`config.mk`:
```
export PLATFORM = sky130hd
export DESIGN_NAME = bcd_chain_counter
export DESIGN_NICKNAME = d
export VERILOG_FILES = /design/src/rtl/bcd_pkg.sv /design/src/rtl/bcd_digit_cell.sv /design/src/rtl/bcd_chain_counter.sv
export SDC_FILE = /design/constraint.sdc
export NUM_CORES = 1
export LEC_CHECK = 0
export ABC_AREA = 1
export BUFFER_PORTS_ARGS = -buffer_cell sky130_fd_sc_hd__clkbuf_2
export CAP_MARGIN = 30
export CORE_ASPECT_RATIO = 0.8
export CORE_MARGIN = 4
export CORE_UTILIZATION = 41
export DETAILED_ROUTE_END_ITERATION = 8
export GPL_TIMING_DRIVEN = 0
export PLACE_DENSITY = 0.63
export REMOVE_ABC_BUFFERS = 1
export SETUP_SLACK_MARGIN = 0.5
export SYNTH_ARGS = -nofsm -noshare
export SYNTH_HDL_FRONTEND = slang
export SYNTH_SLANG_ARGS = --single-unit
```
`constraint.sdc`:
```
create_clock -name clk -period 4.7 [get_ports clk]
set_input_delay 0.705 -clock clk [delete_from_list [all_inputs] [get_ports clk]]
set_output_delay 0.705 -clock clk [all_outputs]
set_load 0.01 [all_outputs]
```
`src/rtl/bcd_pkg.sv`:
```
// Shared types and helpers for the BCD chain counter and its digit cells.
// Per-digit moduli are packed 4 bits per digit into a 32-bit vector.
package bcd_pkg;

    typedef logic [3:0] bcd_t;

    localparam bcd_t BCD_MAX    = 4'h9;
    localparam int   MAX_DIGITS = 8;

    // Extract the modulus of digit idx from a packed modulus vector.
    function automatic bcd_t mod_of(input logic [31:0] mod_vec, input int idx);
        return mod_vec[4*idx +: 4];
    endfunction

    // Force a digit into 0..modulus-1 so a bad load cannot create an illegal state.
    function automatic bcd_t clamp_digit(input bcd_t val, input bcd_t modulus);
        if (val >= modulus) begin
            return modulus - 4'd1;
        end
        return val;
    endfunction

endpackage

```
`src/rtl/bcd_digit_cell.sv`:
```
// One BCD digit with a per-digit modulus, up/down stepping, clear and clamped load.
// terminal flags the value at which the next step rolls into the neighbouring digit.
module bcd_digit_cell
    import bcd_pkg::*;
(
    input  logic       clk,
    input  logic       reset,
    input  logic       clr,
    input  logic       en,
    input  logic       dir,
    input  logic       ld,
    input  logic [3:0] ld_val,
    input  logic [3:0] mod,
    output logic [3:0] value,
    output logic       terminal
);

    bcd_t value_reg;
    bcd_t value_next;
    bcd_t top_val;

    assign top_val = mod - 4'd1;

    always_comb begin
        value_next = value_reg;
        if (clr) begin
            value_next = '0;
        end else if (ld) begin
            value_next = clamp_digit(ld_val, mod);
        end else if (en) begin
            if (dir) begin
                value_next = (value_reg == 4'd0) ? top_val : value_reg - 4'd1;
            end else begin
                value_next = (value_reg == top_val) ? 4'd0 : value_reg + 4'd1;
            end
        end
    end

    always_ff @(posedge clk or posedge reset) begin
        if (reset) begin
            value_reg <= '0;
        end else begin
            value_reg <= value_next;
        end
    end

    assign value    = value_reg;
    assign terminal = dir ? (value_reg == 4'd0) : (value_reg == top_val);

endmodule

```
`src/rtl/bcd_chain_counter.sv`:
```
// Fully synchronous multi-digit BCD counter with per-digit moduli, up/down,
// load/clear, lap display hold and an optional countdown stop-at-zero mode.
module bcd_chain_counter
    import bcd_pkg::*;
#(
    parameter int          NUM_DIGITS = 4,
    parameter logic [31:0] MOD_VECTOR = 32'h0000_6A6A,
    parameter int          TIMER_STOP = 1
) (
    input  logic                    clk,
    input  logic                    reset,
    input  logic                    tick,
    input  logic                    run,
    input  logic                    down,
    input  logic                    clear,
    input  logic                    load,
    input  logic [4*NUM_DIGITS-1:0] load_value,
    input  logic                    lap,
    output logic [4*NUM_DIGITS-1:0] digits,
    output logic [4*NUM_DIGITS-1:0] disp_digits,
    output logic                    carry_out,
    output logic                    all_zero,
    output logic                    done
);

    localparam int   W        = 4 * NUM_DIGITS;
    localparam logic TIMER_EN = (TIMER_STOP != 0);

    logic [NUM_DIGITS:0]   chain_en;
    logic [NUM_DIGITS-1:0] term;
    logic [W-1:0]          one_val;

    logic         count_req;
    logic         timer_hold;
    logic         count_go;
    logic         at_one;
    logic         lap_rise;

    logic         carry_reg,  carry_next;
    logic         done_reg,   done_next;
    logic         lap_d_reg;
    logic [W-1:0] held_reg;

    assign one_val   = W'(1);
    assign all_zero  = (digits == '0);
    assign at_one    = (digits == one_val);

    // In timer mode a down-count is frozen once expired or already at zero.
    assign count_req  = run & tick;
    assign timer_hold = TIMER_EN & down & (done_reg | all_zero);
    assign count_go   = count_req & ~timer_hold;

    assign chain_en[0] = count_go;

    generate
        for (genvar gi = 0; gi < NUM_DIGITS; gi++) begin : g_digit
            bcd_digit_cell u_cell (
                .clk      (clk),
                .reset    (reset),
                .clr      (clear),
                .en       (chain_en[gi] & ~load),
                .dir      (down),
                .ld       (load),
                .ld_val   (load_value[4*gi +: 4]),
                .mod      (mod_of(MOD_VECTOR, gi)),
                .value    (digits[4*gi +: 4]),
                .terminal (term[gi])
            );
            assign chain_en[gi+1] = chain_en[gi] & term[gi];
        end
    endgenerate

    always_comb begin
        carry_next = 1'b0;
        done_next  = done_reg;
        if (clear || load) begin
            done_next = 1'b0;
        end else begin
            // Every digit terminal while enabled means the whole chain wraps.
            carry_next = chain_en[NUM_DIGITS];
            if (TIMER_EN && down && count_req && !done_reg && (all_zero || at_one)) begin
                done_next = 1'b1;
            end
        end
    end

    assign lap_rise = lap & ~lap_d_reg;

    always_ff @(posedge clk or posedge reset) begin
        if (reset) begin
            carry_reg <= 1'b0;
            done_reg  <= 1'b0;
            lap_d_reg <= 1'b0;
            held_reg  <= '0;
        end else begin
            carry_reg <= carry_next;
            done_reg  <= done_next;
            lap_d_reg <= lap;
            if (lap_rise) begin
                held_reg <= digits;
            end
        end
    end

    // During the first lap cycle the capture has not landed yet, so show live digits.
    assign disp_digits = lap ? (lap_rise ? digits : held_reg) : digits;
    assign carry_out   = carry_reg;
    assign done        = TIMER_EN & done_reg;

endmodule

```
# [After elaboration in Yosys (flattened, before gate mapping)]
# Index checks and enable logic that the tools add are counted.
[word_totals] register_bits=35 latch_bits=0 ram_bits=0 romBits=0 in_bits=24 out_inout_bits=35 elab_cells=110 n_memories=0
[op_classes] addsub=8 mul=0 div_mod_pow=0 order_cmp=4 n_eq_ne=5 shift=0 muxes=53 bitwise_logic=16 n_reduce_logical=16
[op_table] operator="4-bit 2-to-1 mux" count=32
[op_table] operator="16-bit 2-to-1 mux" count=2
[op_table] operator="1-bit 2-to-1 mux" count=19
[op_table] operator="4-bit by 1-bit adder with 4-bit output, second input constant" count=4
[op_table] operator="16-bit by 1-bit equality test with 1-bit output, second input constant" count=1
[op_table] operator="16-bit logical NOT" count=1
[op_table] operator="4-bit logical NOT" count=4
[op_table] operator="4-bit by 1-bit subtractor with 4-bit output, second input constant" count=4
[op_table] operator="1-bit AND" count=12
[op_table] operator="3-bit nonzero test" count=4
[op_table] operator="4-bit by 3-bit equality test with 1-bit output, second input constant" count=2
[op_table] operator="4-bit equality test, second input constant" count=2
[op_table] operator="4-bit by 3-bit greater-or-equal comparator with 1-bit output, second input constant" count=2
[op_table] operator="4-bit greater-or-equal comparator, second input constant" count=2
[op_table] operator="1-bit logical AND" count=3
[op_table] operator="1-bit NOT" count=3
[op_table] operator="1-bit logical OR" count=2
[op_table] operator="2-bit nonzero test" count=1
[op_table] operator="1-bit logical NOT" count=1
[op_table] operator="1-bit OR" count=1

# [Logic depth before layout (Yosys ltp)]
# Gate-level depths: netlist (run 1).
[depth] ltp_word=12 ltp_mapped=11 depth_no_buf=11

# [Cells and area by module]
# Synthesis (run 1) repeated with hierarchy kept, for this count alone.
[unflattened] cells_unflattened=688 hier_area_um2=4026.4
[by_module_without_submodules] mod="bcd_digit_cell" n_inst=4 cells_each=134 area_each_um2=729.4 seq_area_each_um2=100.1
[by_module_without_submodules] mod="bcd_chain_counter" n_inst=1 cells_each=152 area_each_um2=1108.6 seq_area_each_um2=475.5

# [Worst setup path after synthesis (run 1)]
# Ideal clock, no wire load.
[synth_timing] path_type="input -> output" start="input port lap" end="output port disp_digits[11]" arrival_ns=1.424 t_required_ns=3.995 setup_slack_ns=2.571 cell_stages=6 path_buffers=1 cell_sequence="nand2_1 > clkbuf_1 > nand2_1 > o21ai_0 > nand2_1 > o21ai_0"
[synth_between] elab_chain_len=3
[synth_rtl] item="start, declared" line_no="bcd_chain_counter.sv:18" rtl="input logic lap,"
[synth_rtl] item="1-bit AND" line_no="bcd_chain_counter.sv:87" rtl="assign lap_rise = lap & ~lap_d_reg;"
[synth_rtl] item="16-bit 2-to-1 mux"
[synth_rtl] item="16-bit 2-to-1 mux (*)" line_no="bcd_chain_counter.sv:106" rtl="assign disp_digits = lap ? (lap_rise ? digits : held_reg) : digits;"
[synth_rtl] item="end, declared" line_no="bcd_chain_counter.sv:20" rtl="output logic [4*NUM_DIGITS-1:0] disp_digits,"
# Every way passes the cells marked *; elsewhere a longest branch is shown, timed or not.

# [Final worst setup path (run 1)]
[layout_timing] start="input port lap" end="output port disp_digits[12]"
# Same word-level chain as after synthesis.

==> results of run 1 <==
## area by class of cell
| type | count | area share [%] |
|---|---|---|
| tap | 81 | 3.445 |
| sequential | 35 | 29.77 |
| timing repair buffer | 60 | 11.19 |
| clock inverter | 1 | 0.1701 |
| inverter | 35 | 4.509 |
| multi-input combinational | 259 | 48.32 |
| clock buffer | 7 | 2.595 |
## per-layer routing
layer,vias to the layer above,wire length [um]
met5,-,0
met2,78,2663
met4,0,77
met3,8,476
met1,1099,3516
li1,1255,-
## cells by family (layout without fill, tap and decap cells)
group                    Yosys count  count (layout)  synth area share [%]
AO/OA/AOI/OAI                     84              84                 19.28
flip-flops                        35              35                 35.05
AND/OR/NAND/NOR                  157             157                 29.64
XOR/XNOR                           7               7                 2.454
buffers and inverters             48             103                 8.062
adder cells (fa/ha/maj)           11              11                 5.508
## worst paths after layout
path	to	slack, ns
min in group clk	held_reg[4]	0.50
setup reg to reg	g_digit[0].u_cell.value[3]	2.76
hold / removal	held_reg[10]	0.50
max in group asynchronous	held_reg[7]	3.65
setup / recovery	disp_digits[12]	1.26
hold reg to reg	held_reg[4]	0.50
## cells in the mapped netlist, drive strengths merged
| master | instances |
|---|---|
| o21ai | 54 |
| clkbuf | 5 |
| nand3 | 32 |
| or2 | 1 |
| clkinv | 1 |
| nor3 | 4 |
| a211oi | 3 |
| o22ai | 4 |
| xor2 | 3 |
| a31oi | 1 |
| nor2 | 18 |
| buf | 8 |
| xnor2 | 4 |
| nand4 | 7 |
| ha | 11 |
| o221ai | 1 |
| o21bai | 1 |
| nand2 | 95 |
| a21oi | 16 |
| o211ai | 4 |
| inv | 34 |
| dfrtp | 35 |
## report_power, final
part	switching, mW	internal [mW]
clock network	0.113	0.104
logic	0.178	0.101
registers	0.0285	0.333
total	0.319	0.538
## stage by stage
step | std cells | util (%) | power [mW] | hold WS [ns]
CTS | 478 | 49.76 | 0.8632 | 0.5028
global placement | 468 | 47.72 | 0.6368 | 0.4747
global route | 478 | 49.76 | 0.9223 | 0.5279
floorplan | 329 | - | 0.5469 | 0.4610
detailed placement | 470 | 48.38 | 0.6447 | 0.4845
finish | 478 | 49.76 | 0.8569 | 0.4955
==> results, run 1 <==
- The number of buffers inserted to repair setup after CTS is 0.
- STA puts the critical path data arrival time at 2.73 ns.
- In the final layout, the share of cells above drive strength 1 is 23.93%.
- The average via count per standard cell is between 5 and 6.
- The number of global-route vias before repair is 2284.
- Global routing used between 10% and 20% of the available tracks across all layers.
- The type of the most critical hold path is input pin to async pin.
- Together, buffers and inverters on the worst path number 2.
- The initial core utilization is 42.26%.
- Counting cells, the worst reg-to-reg path comes to 11.
- The horizontal die dimension is 95.28 um.
- The total of hold buffers inserted after clock tree synthesis is 0.
- The via count is 2440.
- The flow ran to the end, and the final reports show no timing, DRC or antenna violations.
- Port buffering added 58 buffers.
- The number of clock buffers inserted by TritonCTS is 5.
- The maximum clock frequency is 290.7 MHz.
- The number of synthesis warnings is 0.
- The maximum count of clock buffers along a single path is 2.
- The distinct cell type count after synthesis is 36.
- Fill cells in the final layout number 602.
- After detailed routing, the average wire length per cell comes to ~14 um.
- The top cell types in the final layout, fill and taps aside, are 84 x nand2_1, 58 x clkbuf_2, 45 x o21ai_0.
- Global routing consumed, on the met2 layer, 26.55% of the routing resources.
- The count of nets left with antenna violations once routing finished came out at 0.
- After clock tree synthesis, the clock-pin slew on the worst setup and hold paths is 0.07 ns.
- For the worst setup path, the data required time is 3.99 ns.
- The final number of hold-violating endpoints is 0.
- The net count of the finished layout is ~430.
- The first routing iteration left 149 violations.
- The remaining design rule violation count is 0.
- The total inserted antenna cells is 0.
- The global-route track usage on met3 is a little over 5%.
- The average footprint of a synthesized cell is 7.306 sq um.
- The largest clock skew in the final design is ~0.0030 ns.
- The minimum clock period is 3.439 ns.
- The area of the multi-input gates is around 1400 sq um.
- Pin placement for this block handled 59 I/O pins.
- For the pin with the worst max-slew slack, the measured transition is 0.9245 ns.
- The global-route wire length before repair is 11.30 mm.
- The number of slew-limit violations in the final report is 0.
- At the end of routability-driven placement, the weighted congestion stood at 0.9204.
- The H-tree generated during clock tree synthesis spans 2 levels.
- Summed over all layers, the routed wires come to 6.734 mm.
- The signed area change from the synthesized netlist to the final layout is 17.73%.
- The sum of negative setup slack is 0 ns.
- Post-CTS repair changed the size of 0 cells.
- By area the synthesized netlist is led by dfrtp_1 35%, nand2_1 13%, o21ai_0 9.0%.
- After synthesis, the largest area contributor takes up around a third of total cell area.
- The post-route clock period utilization is 73.18%.
- Setup repair after global routing left no endpoint under its margin.
- The clock tree root driver cell is clkbuf_8.
- Summed over all layers, the global routing overflow is 0.
- The cell area after layout is between 2000 and 3000 sq um.
- The worst slew margin relative to its limit is 38.22%.
- The floorplan has 25 rows.
- Of all nets on the critical path, the largest fanout is 34.
- TritonCTS built the clock tree.
- After synthesis the cells add up to 2499 sq um.
- The core region is 5912 sq um.
- Entering global routing, the biggest net connects 35 pins.
- The total number of cells along the worst setup path is 6.
- Detailed placement ended at an HPWL of roughly 5.1 mm.
- The number of antenna violations at the first check in global routing is 0.
- The worst setup path is launched from an input pin.
- Tracing the worst setup path back leads to its startpoint at lap.
- The most common library cell in the layout ignoring fill and taps is nand2_1.
- The power per unit of standard cell area is 291.3 nW/um^2.
- For this run, the register share of the synthesized area comes to 35.05%.
- The pre-CTS setup slack is 1.197 ns.
- The reg-to-reg critical path startpoint is g_digit[3].u_cell.value[1].
- The worst setup path is captured at an output pin.
- In the global route stage, met1 resource usage came out at 29.65%.
- The first-pass detailed-route iteration total is 4.
- The die outline area is about 7400 sq um.
- The chip height is 77.83 um.
- Traced cell by cell, the critical path runs through clkbuf_2 > nand2_1 > o21ai_0 > nand2_1 > o21ai_0 > clkbuf_2.
- Setup violations remaining at the end of the flow were counted as 0.
- The most used routing layer is met1.
- The gate count after technology mapping is 342.
- The largest delay contributor family on the critical path is simple AND/OR/NAND/NOR gates.
- The analysis attributes to cell leakage a power of 1.485 nW.
- The critical path in this run is classified as input pin to output pin.
- Once placement finished, the instance area stood at 2860 sq um.
- The sequential cell area is 875.8 sq um.
- The number of register bits inferred by synthesis is 35.
- The delay of the slowest cell on the worst path is 0.70 ns.
- For this design, the slowest cell found on the critical path is nand2_1.
- The tool flagged a number of max-cap violations equal to 0.
- The synthesized design spends more area on one cell type than any other, namely dfrtp_1.
- IR analysis of the VDD net gives a maximum drop of 0.0001173 V.
- For the worst-skew pair, the clock arrives at the later sink with an insertion delay of about 0.29 ns.
- The clock net sink count is 35.
- The slack of the critical path is 1.261 ns.
No activity file was read; power rests on OpenSTA's default activity.
==> run 2, diff against run 1 <==
--- a/config.mk
+++ b/config.mk
@@ -13,7 +13,7 @@
 export CORE_UTILIZATION = 41
 export DETAILED_ROUTE_END_ITERATION = 8
 export GPL_TIMING_DRIVEN = 0
-export PLACE_DENSITY = 0.63
+export PLACE_DENSITY = 0.65
 export REMOVE_ABC_BUFFERS = 1
 export SETUP_SLACK_MARGIN = 0.5
 export SYNTH_ARGS = -nofsm -noshare
==> constraint.sdc (replaced) <==
create_clock -name clk -period 3 [get_ports clk]
set_input_delay 0.45 -clock clk [delete_from_list [all_inputs] [get_ports clk]]
set_output_delay 0.45 -clock clk [all_outputs]
set_load 0.01 [all_outputs]
==> run 2 against run 1 <==
Effect of this change: routed wire length down 0.65%; sequential power up 56%; final cell count down 0.21%; die area unchanged; count of clock-buffer cells in the layout down 2; utilization down 0.25 points; register-to-register slack worse by 1.7 ns; clock skew up 0.012 ns; first-iteration DRC count up 9.4%; sequential share of layout area up 0.15 points; critical endpoint is now all_zero.
==> results, run 2 (synthesized netlist as in run 1, its figures left out) <==
- The number of design-rule violations left by the first detailed-router iteration was 163 (+9.4%).
- The signed area change from the synthesized netlist to the final layout is 17.13%.
- The average via count per standard cell came to 5.187 (+1.6%).
- The type of the most critical hold path is input pin to async pin.
- The largest clock skew in the final design came to 0.01457 ns (+0.01156 ns).
- The internal reg-to-reg setup slack is 1.10 ns (-1.66 ns).
- The initial core utilization is 42.26% (unchanged).
- Setup repair after global routing left no endpoint under its margin.
- The total routing resource utilization after global routing is 19.45% (+0.059 points).
- The count of port buffers added during placement is 58 (unchanged).
- The routed design could run at a clock period as short as between 2 and 2.5 ns.
- The post-detailed-routing wire length came to 6.690 mm (-0.65%).
- The clock net sink count is 35 (unchanged).
- The slowest stage of the critical path belongs to the cell dfrtp_1.
- The die outline area is 7415 sq um (unchanged).
- The number of levels in the clock H-tree came to 2 (unchanged).
- The number of rows in the core area came to 25 (unchanged).
- The cell that appears most often on the critical path is inv_1.
- The remaining design rule violation count is 0 (unchanged).
- The placer congestion estimate is 0.9213 (about the same).
- The number of global-route vias before repair is 2277 (-0.31%).
- The maximum count of clock buffers along a single path is 2 (unchanged).
- The global-route wire length before repair is 11.41 mm (+0.91%).
- The clock-pin transition on the worst setup and hold timing paths is 0.08 ns (about the same).
- The power per unit of standard cell area is 461.5 nW/um^2 (+58%).
- The sum of negative setup slack came to 0 ns (unchanged).
- The signal on the critical path passes through inv_1 > ha_1 > nand3_2 > nor2_2 > nand2_2 > inv_1 > clkbuf_2.
- The pre-CTS setup slack is 0.01174 ns (-1.186 ns).
- The startpoint type of the worst setup path is a flip-flop.
- The half-perimeter wire length of the detailed placement result came to 4.926 mm (-2.6%).
- The delay of the slowest cell on the worst path is 0.43 ns (-0.27 ns).
- The net count of the finished layout came to 430 (-0.23%).
- The number of antenna violations at the first check in global routing is 0 (unchanged).
- By startpoint and endpoint, the worst setup path is classified as flip-flop to output pin.
- The peak supply drop was 0.0001749 V (+49%).
- The via count was 2474 (+1.4%).
- The element type at the critical path end is an output pin.
- The endpoint required time on the critical path is 2.55 ns (-1.44 ns).
- The reg-to-reg critical path startpoint is g_digit[3].u_cell.value[1].
- The number of non-filler instances in the completed layout is 477 (-0.21%).
- The maximum fanout encountered on the critical timing path was 5 (-85%).
- The final number of hold-violating endpoints is 0 (unchanged).
- The horizontal die dimension is 95.28 um (unchanged).
- The number of ports placed on the die boundary is 59 (unchanged).
- In the finished design, the share of the clock period the worst path needs comes to 72.77%.
- The mean routed wirelength per cell is 14.03 um (-0.45%).
- The total of hold buffers inserted after clock tree synthesis is 0 (unchanged).
- The largest net degree at the start of global routing was 36 (+2.9%).
- The worst slew margin relative to its limit is 48.14% (+9.9 points).
- The aggregate global routing overflow is 0 (unchanged).
- The transition at the pin with the smallest max-transition slack is 0.7767 ns (-0.1478 ns).
- The number of instances in the placed design was 469 (-0.21%).
- The number of slew-limit violations in the final report is 0 (unchanged).
- The number of nets with antenna violations after routing was 0 (unchanged).
- The clock latency on the worst-skew pair is 0.30 ns (about the same).
- The core utilization of the finished layout came to 49.50% (-0.25 points).
- The reported max-cap violation count is 0 (unchanged).
- The clock tree root driver cell is clkbuf_8.
- The core box area is 5912 sq um (unchanged).
- The leakage power total is 1.482 nW (-0.19%).
- In this run the critical register-to-register path is captured at g_digit[0].u_cell.value[3].
- The run finished with clean final reports.
- The chip height is 77.83 um (unchanged).
- The slack of the critical path was 0.8170 ns (-0.4436 ns).
- The final number of setup-violating endpoints is 0 (unchanged).
- The number of clock buffers inserted by TritonCTS is 5 (unchanged).
- The number of cells on the worst reg-to-reg path is 11 (unchanged).
- In the layout the commonest cells are 83 x nand2_1, 57 x clkbuf_2, 45 x o21ai_0.
- The total power draw was 1.350 mW (+58%).
- Leaving out fill and tap cells, the most frequent cell in the layout is nand2_1.
- The worst endpoint data arrival time was 1.73 ns (-1.00 ns).
- The total inserted antenna cells is 0 (unchanged).
- The first-pass detailed-route iteration total is 4 (unchanged).
- TritonCTS built the clock tree.
- For this run, the top clock speed supported by timing is 458.1 MHz.
- The share of final-layout standard cells stronger than drive strength 1 is 24.75% (+0.82 points).
[run 2: changes by cell type in the layout (fill, tap and decap cells not counted)]
| cell | previous run | this run |
|---|---|---|
| buf_16 | 1 | 0 |
| inv_2 | 4 | 5 |
| clkinv_2 | 2 | 4 |
| nand2_1 | 84 | 83 |
| nand2_4 | 3 | 4 |
| clkbuf_4 | 0 | 1 |
| inv_1 | 30 | 29 |
| clkbuf_1 | 2 | 0 |
| clkbuf_2 | 58 | 57 |
[run 2: worst max-delay path, delay by kind of cell, from the launching register on]
family,cells,cell delay [ns]
flip-flops,1,0.43
AND/OR/NAND/NOR,3,0.39
buffers and inverters,3,0.37
adder cells (fa/ha/maj),1,0.24
[run 2: routing by layer]
metal | GRT usage (%) | wire, um
met1 | 31.52 | 3482
met2 | 25.72 | 2628
met3 | 4.264 | 516
met4 | 4.035 | 62
met5 | 0 | 0
[run 2: timing repair]
| item | CTS | global route |
|---|---|---|
| setup buffers | 0 | 0 |
| gates cloned | 0 | 0 |
| resized for setup | 2 | 2 |
| endpoints found under the setup margin | 16 | 13 |
| hold endpoints to repair | 0 | 0 |
[run 2: layout make-up]
class | count | area, sq um
clock inverters | 3 | 15.01
flip-flops and latches | 35 | 875.8
fillers | 583 | 2985
clock buffers | 5 | 68.82
multi-input cells | 259 | 1429
well taps | 81 | 101.3
inverters | 35 | 132.6
repair buffers | 59 | 304.0
[run 2: worst max-delay path by stage]
stage | cells past startpoint | end | start | slack [ns]
floorplan | 4 | disp_digits[0] | lap | 1.24
global placement | 6 | disp_digits[12] | lap | 0.04
detailed placement | 6 | disp_digits[12] | lap | 0.01
CTS | 6 | disp_digits[12] | lap | 0.56
global route | 6 | disp_digits[12] | lap | 0.66
finish | 7 | all_zero | g_digit[3].u_cell.value[1] | 0.82
[run 2: per-stage QoR]
step	cell area [sq um]	hold WS (ns)
final	2927	0.2708
after global routing	2927	0.3450
after CTS	2924	0.3132
after detailed placement	2833	0.4829
after global placement	2821	0.4748
after floorplan	2430	0.4610
[run 2: where the power goes]
| group | internal (mW) | total [mW] | switching, mW |
|---|---|---|---|
| clock | 0.159 | 0.350 | 0.191 |
| combinational | 0.156 | 0.434 | 0.279 |
| sequential | 0.522 | 0.566 | 0.0444 |
